===== config.mk =====
export PLATFORM = sky130hd
export DESIGN_NAME = ascon_ctrl
export DESIGN_NICKNAME = d
export VERILOG_FILES = /design/src/rtl/ascon_ctrl.sv
export SDC_FILE = /design/constraint.sdc
export NUM_CORES = 1
export LEC_CHECK = 0
export BUFFER_PORTS_ARGS = -buffer_cell sky130_fd_sc_hd__buf_4
export CORE_MARGIN = 4
export CORE_UTILIZATION = 25
export DETAILED_ROUTE_END_ITERATION = 12
export HOLD_SLACK_MARGIN = 0.03
export PLACE_DENSITY = 0.51
export SYNTH_ARGS = -nofsm -noshare
export SYNTH_HDL_FRONTEND = slang
export SYNTH_SLANG_ARGS = --single-unit

===== constraint.sdc =====
create_clock -name clock_i -period 2.2 [get_ports clock_i]
set_clock_uncertainty 0.15 [all_clocks]
set_input_delay 0.44 -clock clock_i [delete_from_list [all_inputs] [get_ports clock_i]]
set_output_delay 0.44 -clock clock_i [all_outputs]
set_load 0.03 [all_outputs]

===== src/rtl/ascon_ctrl.sv =====
// Sequencing controller for the Ascon-128 permutation/XOR datapath: walks one AEAD
// encryption through init, AD absorption, PT encryption and finalisation.
module ascon_ctrl #(
  parameter logic [3:0] ROUND_A_START = 4'd0,
  parameter logic [3:0] ROUND_B_START = 4'd6
) (
  input  logic       clock_i,
  input  logic       resetb_i,
  input  logic       start_i,
  input  logic       ad_present_i,
  input  logic       block_valid_i,
  input  logic       block_last_i,
  output logic       block_ready_o,
  output logic       enable_o,
  output logic       input_mode_o,
  output logic [3:0] round_o,
  output logic [1:0] bypass_xor_begin_o,
  output logic [1:0] bypass_xor_end_o,
  output logic       cipher_en_o,
  output logic       tag_valid_o,
  output logic       busy_o
);

  localparam logic [2:0] S_IDLE    = 3'd0;
  localparam logic [2:0] S_INIT    = 3'd1;
  localparam logic [2:0] S_WAIT_AD = 3'd2;
  localparam logic [2:0] S_AD_PERM = 3'd3;
  localparam logic [2:0] S_WAIT_PT = 3'd4;
  localparam logic [2:0] S_PT_PERM = 3'd5;
  localparam logic [2:0] S_FINAL   = 3'd6;
  localparam logic [2:0] S_DONE    = 3'd7;
  localparam logic [3:0] RC_LAST   = 4'd11;

  logic [2:0] state, state_nxt;
  logic [3:0] rc, rc_nxt;
  logic       ad_r, ad_nxt;
  logic       last_r, last_nxt;
  logic       accept;
  logic       rc_done;

  assign accept  = block_valid_i & block_ready_o;
  assign rc_done = (rc == RC_LAST);

  // Permutation states count up to round 11 and leave without wrapping the counter.
  always_comb begin
    state_nxt = state;
    rc_nxt    = rc;
    ad_nxt    = ad_r;
    last_nxt  = last_r;
    case (state)
      S_IDLE: begin
        if (start_i) begin
          state_nxt = S_INIT;
          rc_nxt    = ROUND_A_START;
          ad_nxt    = ad_present_i;
        end
      end
      S_INIT: begin
        if (rc_done) state_nxt = ad_r ? S_WAIT_AD : S_WAIT_PT;
        else         rc_nxt    = rc + 4'd1;
      end
      S_WAIT_AD: begin
        if (accept) begin
          state_nxt = S_AD_PERM;
          rc_nxt    = ROUND_B_START;
          last_nxt  = block_last_i;
        end
      end
      S_AD_PERM: begin
        if (rc_done) state_nxt = last_r ? S_WAIT_PT : S_WAIT_AD;
        else         rc_nxt    = rc + 4'd1;
      end
      S_WAIT_PT: begin
        if (accept) begin
          state_nxt = block_last_i ? S_FINAL : S_PT_PERM;
          rc_nxt    = block_last_i ? ROUND_A_START : ROUND_B_START;
        end
      end
      S_PT_PERM: begin
        if (rc_done) state_nxt = S_WAIT_PT;
        else         rc_nxt    = rc + 4'd1;
      end
      S_FINAL: begin
        if (rc_done) state_nxt = S_DONE;
        else         rc_nxt    = rc + 4'd1;
      end
      default: state_nxt = S_IDLE;
    endcase
  end

  always_ff @(posedge clock_i) begin
    if (!resetb_i) begin
      state  <= S_IDLE;
      rc     <= 4'd0;
      ad_r   <= 1'b0;
      last_r <= 1'b0;
    end else begin
      state  <= state_nxt;
      rc     <= rc_nxt;
      ad_r   <= ad_nxt;
      last_r <= last_nxt;
    end
  end

  // Moore output decode; round_o always shows the counter so WAIT states hold it.
  always_comb begin
    block_ready_o      = 1'b0;
    enable_o           = 1'b0;
    input_mode_o       = 1'b0;
    round_o            = rc;
    bypass_xor_begin_o = 2'b00;
    bypass_xor_end_o   = 2'b00;
    cipher_en_o        = 1'b0;
    tag_valid_o        = 1'b0;
    busy_o             = (state != S_IDLE);
    case (state)
      S_INIT: begin
        enable_o     = 1'b1;
        input_mode_o = (rc == ROUND_A_START);
        if (rc_done) bypass_xor_end_o = ad_r ? 2'b01 : 2'b11;
      end
      S_WAIT_AD, S_WAIT_PT: block_ready_o = 1'b1;
      S_AD_PERM: begin
        enable_o = 1'b1;
        if (rc == ROUND_B_START) bypass_xor_begin_o = 2'b01;
        if (rc_done)             bypass_xor_end_o   = last_r ? 2'b10 : 2'b00;
      end
      S_PT_PERM: begin
        enable_o = 1'b1;
        if (rc == ROUND_B_START) begin
          bypass_xor_begin_o = 2'b01;
          cipher_en_o        = 1'b1;
        end
      end
      S_FINAL: begin
        enable_o = 1'b1;
        if (rc == ROUND_A_START) begin
          bypass_xor_begin_o = 2'b11;
          cipher_en_o        = 1'b1;
        end
        if (rc_done) bypass_xor_end_o = 2'b01;
      end
      S_DONE:  tag_valid_o = 1'b1;
      default: ;
    endcase
  end

endmodule


==> qor.yml, run 1 <==
power:
  p_comb_share_pct: 41.7
  p_clk_share_pct: 23.2
  swShare_pct: 38.6
  p_sw_uw: 222
  ir_worst_vdd_mv: 0.331
  power.internal_uw: 353
  leakagePower_uw: 0.000445
  p_per_area_nw_per_um2: 572
  seq_power_share_pct: 35.0
sta:
  hold_viol: 0
  fin_tns_setup_ps: 0
  period_minus_slack_ps: 2120
  relSlewSlack_pct: 72.6
  min_period_over_period_pct: 96.6
  fin_ws_ps: 75.4
  worst_slew_pin_slew_ps: 412
  fmax_ghz: 0.471
  timing.final.max_slew_violations: 0
  setup_violations: 0
  grt_setup_unrepaired: "true"
clock_network:
  clock_latency_ps: 260
  cts_tree: "built"
  cts_buffers: 3
  cts.path.max_buffers: 2
  cts-root-buf: "clkbuf_4"
  htreeDepth: 1
  cts_sinks: 9
  postCtsHoldBufs: 0
  clkSlewWorstSetupHoldPaths_ps: 70
yosys:
  synth_edf_count: 0
  synth_area_leader_cell: "dfxtp_1"
  netlist-cell-type-count: 42
  yosysTopAreaCellShare_pct: 23.8
  postSynthCellCount: 90
  syn_area_per_cell_um2: 8.41
  netlist_area_um2: 757
  synthFlopType: "dfxtp_1"
  synth_seq_cells: 9
  synth_nets: 99
  synth.most_common_cell: "dfxtp_1"
  ys_warn_count: 0
  synth_area_leaders: "dfxtp_1, ha_1, mux2i_1, nor2_1, a2111oi_4"
  seq_area_frac_synth_pct: 23.8
  synthTopCellsByCount: "dfxtp_1, nor2_1, nand2_1, inv_1, o21ai_0"
  async_flop_share_pct: 0
detailed_routing:
  drtPass1Iterations: 4
  num_vias: 752
  drtIter0Drc: 38
  finalWirelength_um: 1970
  antenna_left: 0
  viasPerCell: 5.15
  wire_per_inst_um: 13.5
  drc: 0
grt:
  grt_pass1_wl_um: 3420
  grt_util_all_layers_pct: 10.6
  grt_max_degree: 17
  overflow: 0
  grt_pass1_vias: 708
  antenna_found_initial: 0
cells_and_area:
  multi_input_area_um2: 528
  layout.nets: 125
  area_growth_pct: 32.9
  final_util_pct: 35.6
  layoutNonFillerInstCount: 146
  n_fill_cell: 304
  diodes: 0
  final-seq-area_um2: 185
  layout-drive-gt1-share_pct: 37.4
floorplan:
  io_pins: 20
  start_util_pct: 26.8
  num_rows: 19
  dieWidth_um: 63.0
  core_area_um2: 2830
  die_h_um: 63.0
  die_area_um2: 3970
status:
  outcome: "finished clean"
placement:
  io_buffer_count: 19
  placed_cells: 140
  hpwl_um: 1470
  place_ws_ps: 239
  place_congestion: 0.843
min_path:
  holdPathEnd: "ad_r"
  hp-class: "in -> reg"
  hold_path_depth: 3
  hp-start: "ad_present_i"
setup_path:
  critPathKind: "reg -> out"
  timing.rr.start: "state[2]"
  reg2regPathDepth: 5
  cp_max_fo: 6
  crit_required_ps: 1610
  r2r_end: "round_o[0]"
  cp-end-kind: "output pin"
  worstPathArrival_ps: 1530
  cp-start-kind: "flip-flop"
  reg2reg_slack_ps: 320
job:
  max_cap_violations: 0
==> layout make-up <==
| type | instances | area share (%) |
|---|---|---|
| clock buffers | 4 | 2.61 |
| inverters | 6 | 2.49 |
| repair buffers | 27 | 20.1 |
| flip-flops and latches | 9 | 18.4 |
| well taps | 31 | 3.86 |
| multi-input cells | 69 | 52.5 |
==> layout by cell type (no fill, tap or decap), types with 2 or more instances in the layout <==
| cell | instances |
|---|---|
| buf_4 | 27 |
| inv_1 | 5 |
| xnor2_1 | 2 |
| nor2_1 | 8 |
| nand2_1 | 7 |
| o21ai_0 | 5 |
| a21oi_1 | 3 |
| ha_1 | 3 |
| clkbuf_4 | 3 |
| nand3b_1 | 3 |
| nor3_1 | 2 |
| dfxtp_1 | 7 |
| mux2i_1 | 3 |
| nand2b_1 | 3 |
| nand3_1 | 3 |
==> registers in the layout, summed over array words and instances, names as in the netlist <==
| name | flops |
|---|---|
| round_o | 4 |
| state | 3 |
| ad_r | 1 |
| last_r | 1 |
==> how the worst max path moves through the flow <==
stage	endpoint	slack, ps	startpoint
floorplan	bypass_xor_begin_o[0]	-80	state[0]
global placement	bypass_xor_end_o[1]	290	round_o[1]
detailed placement	bypass_xor_end_o[1]	240	round_o[1]
CTS	bypass_xor_begin_o[0]	20	round_o[0]
global route	cipher_en_o	-3	round_o[0]
finish	bypass_xor_begin_o[0]	80	round_o[0]
==> worst max-delay path, cell delays in order, from the launching register on <==
cell	delay (ps)
dfxtp_4	370
inv_4	70
ha_1	130
nand2_1	60
or3_4	370
o21ai_0	80
buf_4	180
==> routing by layer <==
metal / vias up / track usage, % / share of wire (%)
met5: - / 0 / 0
met3: 2 / 3.96 / 6.3
met1: 347 / 14.5 / 50
met4: 0 / 2.48 / 0.71
li1: 381 / - / -
met2: 22 / 15.5 / 43
==> power by group through the flow <==
stage | clock [µW] | combinational [µW] | sequential (µW)
4_1_cts | 140 | 239 | 199
3_5_place_dp | 0 | 237 | 202
2_1_floorplan | 0 | 153 | 212
3_3_place_gp | 0 | 241 | 202
6_report | 134 | 240 | 201
5_1_grt | 152 | 264 | 205
==> kinds of logic (layout without fill, tap and decap cells) <==
kind of cell | count (synthesis) | after routing | share of synthesized area, %
XOR/XNOR | 3 | 3 | 3.47
multiplexers | 4 | 4 | 5.45
adder cells (fa/ha/maj) | 3 | 3 | 4.96
buffers and inverters | 12 | 37 | 7.77
AO/OA/AOI/OAI | 24 | 24 | 29.1
flip-flops | 9 | 9 | 23.8
AND/OR/NAND/NOR | 35 | 35 | 25.5
==> metrics by stage <==
step           cell area (µm²)  total power, µW  hold slack (ps)
2_1_floorplan              762              366              315
3_3_place_gp               952              443              340
3_5_place_dp               952              440              341
4_1_cts                    993              577              267
5_1_grt                   1010              620              272
6_report                  1010              575              267
==> timing repair <==
action | CTS | global route
pin swaps | 0 | 0
buffers inserted | 2 | 0
endpoints found under the setup margin | 3 | 5
resized for setup | 1 | 5
Note: power is estimated with default switching activity, not from simulation.
==> run 2, diff against run 1 <==
--- a/config.mk
+++ b/config.mk
@@ -12,4 +12,5 @@
 export HOLD_SLACK_MARGIN = 0.03
 export PLACE_DENSITY = 0.51
+export SETUP_SLACK_MARGIN = 0.1
 export SYNTH_ARGS = -nofsm -noshare
 export SYNTH_HDL_FRONTEND = slang
==> constraint.sdc (replaced) <==
create_clock -name clock_i -period 2.2 [get_ports clock_i]
set_clock_uncertainty 0.15 [all_clocks]
set_input_delay 0.22 -clock clock_i [delete_from_list [all_inputs] [get_ports clock_i]]
set_output_delay 0.22 -clock clock_i [all_outputs]
set_load 0.03 [all_outputs]
==> run 2 against run 1 <==
Effect of this change:
- setup slack improved by 120 ps
- sequential share of layout area increased by 0.32 points
- die area unchanged
- critical path type unchanged
- largest cell class unchanged
==> qor.yml, run 2 (same netlist as run 1, synthesis figures left out) <==
placement:
  place_ws_ps: 307  # +67.7 ps
  io_buffer_count: 19  # unchanged
  hpwl_um: 1520  # +3.9%
  place_congestion: 0.841  # -0.21%
  place_area_um2: 937  # -1.6%
sta:
  period_minus_slack_ps: 2000  # -124 ps
  timing.final.max_slew_violations: 0  # unchanged
  fmax_ghz: 0.500  # +6.2%
  relSlewSlack_pct: 73.1  # +0.56 points
  hold_viol: 0  # unchanged
  setup_violations: 0  # unchanged
  hold_slack_ps: 32.9  # -234 ps
  worst_slew_pin_slew_ps: 398  # -13.9 ps
  grt_setup_unrepaired: "false"
  fin_ws_ps: 200  # +124 ps
  fin_tns_setup_ps: 0  # unchanged
  min_period_over_period_pct: 90.9  # -5.7 points
setup_path:
  worstPathArrival_ps: 1630  # +100 ps
  cp-end-kind: "output pin"
  crit_required_ps: 1830  # +220 ps
  cp_max_fo: 8  # +2
  cp-start-kind: "flip-flop"
  critPathKind: "reg -> out"
  reg2regPathDepth: 6  # +1
floorplan:
  start_util_pct: 26.8  # unchanged
  core_area_um2: 2830  # unchanged
  io_pins: 20  # unchanged
  die_h_um: 63.0  # unchanged
  dieWidth_um: 63.0  # unchanged
  num_rows: 19  # unchanged
  die_area_um2: 3970  # unchanged
detailed_routing:
  drc: 0  # unchanged
  drtPass1Iterations: 5  # +1
  num_vias: 760  # +1.1%
  finalWirelength_um: 2030  # +3.2%
  viasPerCell: 5.28  # +2.5%
  drtIter0Drc: 28  # -26%
  wire_per_inst_um: 14.1  # +4.6%
  antenna_left: 0  # unchanged
status:
  outcome: "finished clean"
clock_network:
  cts_buffers: 3  # unchanged
  clock_latency_ps: 270  # about the same
  cts.path.max_buffers: 2  # unchanged
  cts_tree: "built"
  postCtsHoldBufs: 0  # unchanged
  clkSlewWorstSetupHoldPaths_ps: 60  # about the same
  htreeDepth: 1  # unchanged
  cts-root-buf: "clkbuf_4"
  cts_sinks: 9  # unchanged
min_path:
  hold_path_depth: 3  # unchanged
  hp-class: "in -> reg"
power:
  leakagePower_uw: 0.000432  # -2.9%
  power_uw: 566  # -1.6%
  seq_power_share_pct: 36.5  # +1.5 points
  swShare_pct: 38.8  # +0.20 points
  p_sw_uw: 220  # -1.1%
  power.internal_uw: 346  # -1.9%
  p_comb_share_pct: 39.8  # -1.9 points
  ir_worst_vdd_mv: 0.202  # -39%
  p_clk_share_pct: 23.7  # +0.5 points
  p_per_area_nw_per_um2: 576  # +0.76%
grt:
  grt_max_degree: 13  # -4
  overflow: 0  # unchanged
  grt_util_all_layers_pct: 11.0  # +0.44 points
  grt_pass1_wl_um: 3550  # +3.8%
  grt_pass1_vias: 716  # +1.1%
  antenna_found_initial: 0  # unchanged
cells_and_area:
  layout.nets: 123  # -1.6%
  diodes: 0  # unchanged
  largest_reg_flops: 4  # unchanged
  most-common-layout-cells: "buf_4, nor2_1, nand2_1, inv_1, dfxtp_1"
  final_common_cell: "buf_4"
  post-route-cell-area_um2: 982  # -2.4%
  layout-drive-gt1-share_pct: 35.4  # -2.0 points
  area_growth_pct: 29.8
job:
  max_cap_violations: 0  # unchanged
[run 2: final timing paths]
path | endpoint | slack [ps] | from
min reg2reg | ad_r | 350 | ad_r
min | ad_r | 30 | ad_present_i
max reg2reg | state[0] | 300 | round_o[1]
max | bypass_xor_end_o[0] | 200 | state[0]
[run 2: metal layers]
layer | share of wire (%) | GRT usage (%)
met2 | 46 | 16.2
met3 | 3.9 | 2.88
met1 | 49 | 15.2
met4 | 1.1 | 4.13
met5 | 0 | 0
[run 2: what timing repair did]
item / CTS / global route
setup buffers: 2 / 0
endpoints found under the setup margin: 1 / 5
gates resized for setup: 0 / 3
cloned: 0 / 0
[run 2: cell type report]
class / count / area, µm²
Fill cell: 300 / 1850
Multi-Input combinational cell: 69 / 523
Timing Repair Buffer: 25 / 188
Sequential cell: 9 / 184
Tap cell: 31 / 38.8
Clock buffer: 4 / 26.3
Inverter: 6 / 22.5
[run 2: metrics by stage]
stage	instances	util, %
6_report	144	34.7
5_1_grt	144	34.7
4_1_cts	144	34.6
3_5_place_dp	138	33.1
3_3_place_gp	138	33.1
2_1_floorplan	90	-
[run 2: power groups by stage]
| stage | logic, µW | clock network, µW | registers [µW] |
|---|---|---|---|
| 6_report | 225 | 134 | 206 |
| 5_1_grt | 246 | 146 | 211 |
| 4_1_cts | 226 | 139 | 205 |
| 3_5_place_dp | 225 | 0 | 209 |
| 3_3_place_gp | 224 | 0 | 209 |
| 2_1_floorplan | 153 | 0 | 212 |
[run 2: worst max-delay path: stages (launching register included)]
cell	delay, ps
dfxtp_1	530
buf_4	210
nand2b_1	140
o22a_1	210
nor2_1	90
buf_4	170
==> run 3, diff against run 2 <==
CTS_CLUSTER_SIZE = 28   (was default)
GPL_TIMING_DRIVEN = 0   (was default)
==> run 3 against run 2 <==
Effect of this change:
- core utilization rose by 1.0 points
- global-route usage fell by 0.84 points
- critical path depth rose by 1
- die area did not move
- sequential share of layout area fell by 0.78 points
- fmax fell by 0.70%
- flip-flop and latch count did not move
- setup slack got worse by 14 ps
- clock power rose by 4%
- largest power group unchanged
==> qor.yml, run 3 (same netlist as run 1, synthesis figures left out) <==
status:
  outcome: "finished clean"
detailed_routing:
  num_vias: 763  # +0.39%
  viasPerCell: 5.16  # -2.3%
  drtPass1Iterations: 4  # -1
  antenna_left: 0  # unchanged
  drc: 0  # unchanged
  finalWirelength_um: 2010  # -1.1%
  drtIter0Drc: 23  # -18%
  wire_per_inst_um: 13.6  # -3.8%
setup_path:
  worstPathCellList: "inv_1 -> ha_1 -> nand2_1 -> or3_1 -> o21ai_0 -> buf_4"
  reg2reg_slack_ps: 300  # about the same
  crit_required_ps: 1830  # about the same
  worstPathArrival_ps: 1640  # about the same
  crit_slowest_cell: "or3_1"
  critPathMaxStageDelay_ps: 380  # -150 ps
  cp-start-kind: "flip-flop"
  critPathKind: "reg -> out"
  cp_max_fo: 6  # -2
  cp-end-kind: "output pin"
floorplan:
  die_h_um: 63.0  # unchanged
  io_pins: 20  # unchanged
  die_area_um2: 3970  # unchanged
  dieWidth_um: 63.0  # unchanged
  start_util_pct: 26.8  # unchanged
  core_area_um2: 2830  # unchanged
  num_rows: 19  # unchanged
clock_network:
  cts_buffers: 3  # unchanged
  clkSlewWorstSetupHoldPaths_ps: 70  # about the same
  htreeDepth: 1  # unchanged
  cts_tree: "built"
  cts_sinks: 9  # unchanged
  cts.path.max_buffers: 2  # unchanged
  cts-root-buf: "clkbuf_4"
  clock_latency_ps: 270  # about the same
grt:
  grt_max_degree: 11  # -2
  antenna_found_initial: 0  # unchanged
  grt_util_all_layers_pct: 10.2  # -0.84 points
  grt_pass1_vias: 694  # -3.1%
  overflow: 0  # unchanged
  grt_pass1_wl_um: 3190  # -9.9%
sta:
  fin_tns_setup_ps: 0  # unchanged
  worst_slew_pin_slew_ps: 427  # +29.6 ps
  hold_viol: 0  # unchanged
  relSlewSlack_pct: 71.1  # -2.0 points
  setup_violations: 0  # unchanged
  timing.final.max_slew_violations: 0  # unchanged
  min_period_over_period_pct: 91.6  # +0.64 points
  grt_setup_unrepaired: "false"
  fmax_ghz: 0.496  # -0.70%
  period_minus_slack_ps: 2010  # +14.0 ps
cells_and_area:
  largest_reg_flops: 4  # unchanged
  most-common-layout-cells: "buf_4, nor2_1, dfxtp_1, nand2_1, inv_1"
  area_growth_pct: 33.6
  n_fill_cell: 308  # +2.7%
  post-route-cell-area_um2: 1010  # +2.9%
  layout.nets: 127  # +3.3%
  layout-drive-gt1-share_pct: 35.0  # -0.36 points
  final_common_cell: "buf_4"
  diodes: 0  # unchanged
placement:
  place_area_um2: 943  # +0.67%
  hpwl_um: 1520  # -0.45%
  place_congestion: 0.791  # -5.9%
  io_buffer_count: 19  # unchanged
power:
  leakagePower_uw: 0.000449  # +3.8%
  p_per_area_nw_per_um2: 569  # -1.2%
  ir_worst_vdd_mv: 0.227  # +12%
min_path:
  hp-class: "in -> reg"
job:
  max_cap_violations: 0  # unchanged
[run 3: cell count changes in the layout (fill, tap and decap cells not counted), sizes merged]
cell / previous run / this run
buf: 25 / 28
clkbuf: 4 / 5
[run 3: area by class of cell]
type	instances	area, µm²	share of cell area [%]
multi-input cells	69	523	51.7
repair buffers	23	173	17.1
well taps	31	38.8	3.84
inverters	6	22.5	2.23
clock buffers	4	26.3	2.60
flip-flops and latches	9	181	17.9
plain buffers	6	46.3	4.58
[run 3: through the flow]
step           setup WS (ps)  util, %  total power [µW]  hold WS, ps  instances
2_1_floorplan            138        -               366          203         90
3_3_place_gp             320     33.3               433          315        140
3_5_place_dp             266     33.3               434          325        140
4_1_cts                  110     34.4               574         42.3        144
5_1_grt                  113     35.7               611         56.6        148
6_report                 186     35.7               575         36.5        148
[run 3: worst paths after layout]
path                     start  cells past startpoint                    end
hold reg to reg           ad_r                      2                   ad_r
setup / recovery    round_o[0]                      6  bypass_xor_begin_o[0]
setup reg to reg    round_o[1]                      7               state[1]
hold / removal    ad_present_i                      3                   ad_r
[run 3: what timing repair did]
action                     in CTS  in global routing
setup endpoints to repair       2                  5
gates resized for setup         2                  6
hold buffers                    0                  0
buffers inserted                0                  4
gates cloned                    0                  0
pin swaps                       0                  1
[run 3: power by group]
part | leakage, µW | switching [µW] | internal [µW] | total (µW)
Sequential | 0.0000741 | 19.1 | 178 | 198
Combinational | 0.000360 | 137 | 99.9 | 237
Clock | 0.0000150 | 70.1 | 70.3 | 140
Total | 0.000449 | 227 | 349 | 575
[run 3: worst max-delay path, delay by kind of cell (launching register included)]
kind,cells,cell delay [ps]
buffers and inverters,2,320
adder cells (fa/ha/maj),1,160
AND/OR/NAND/NOR,2,440
flip-flops,1,360
AO/OA/AOI/OAI,1,100
[run 3: routing by layer]
layer	up-vias	global-route usage (%)	part of all wire (%)
met1	350	13.7	46
met5	-	0	0
met2	28	15.5	46
li1	381	-	-
met4	0	4.96	1.5
met3	4	1.80	6.3
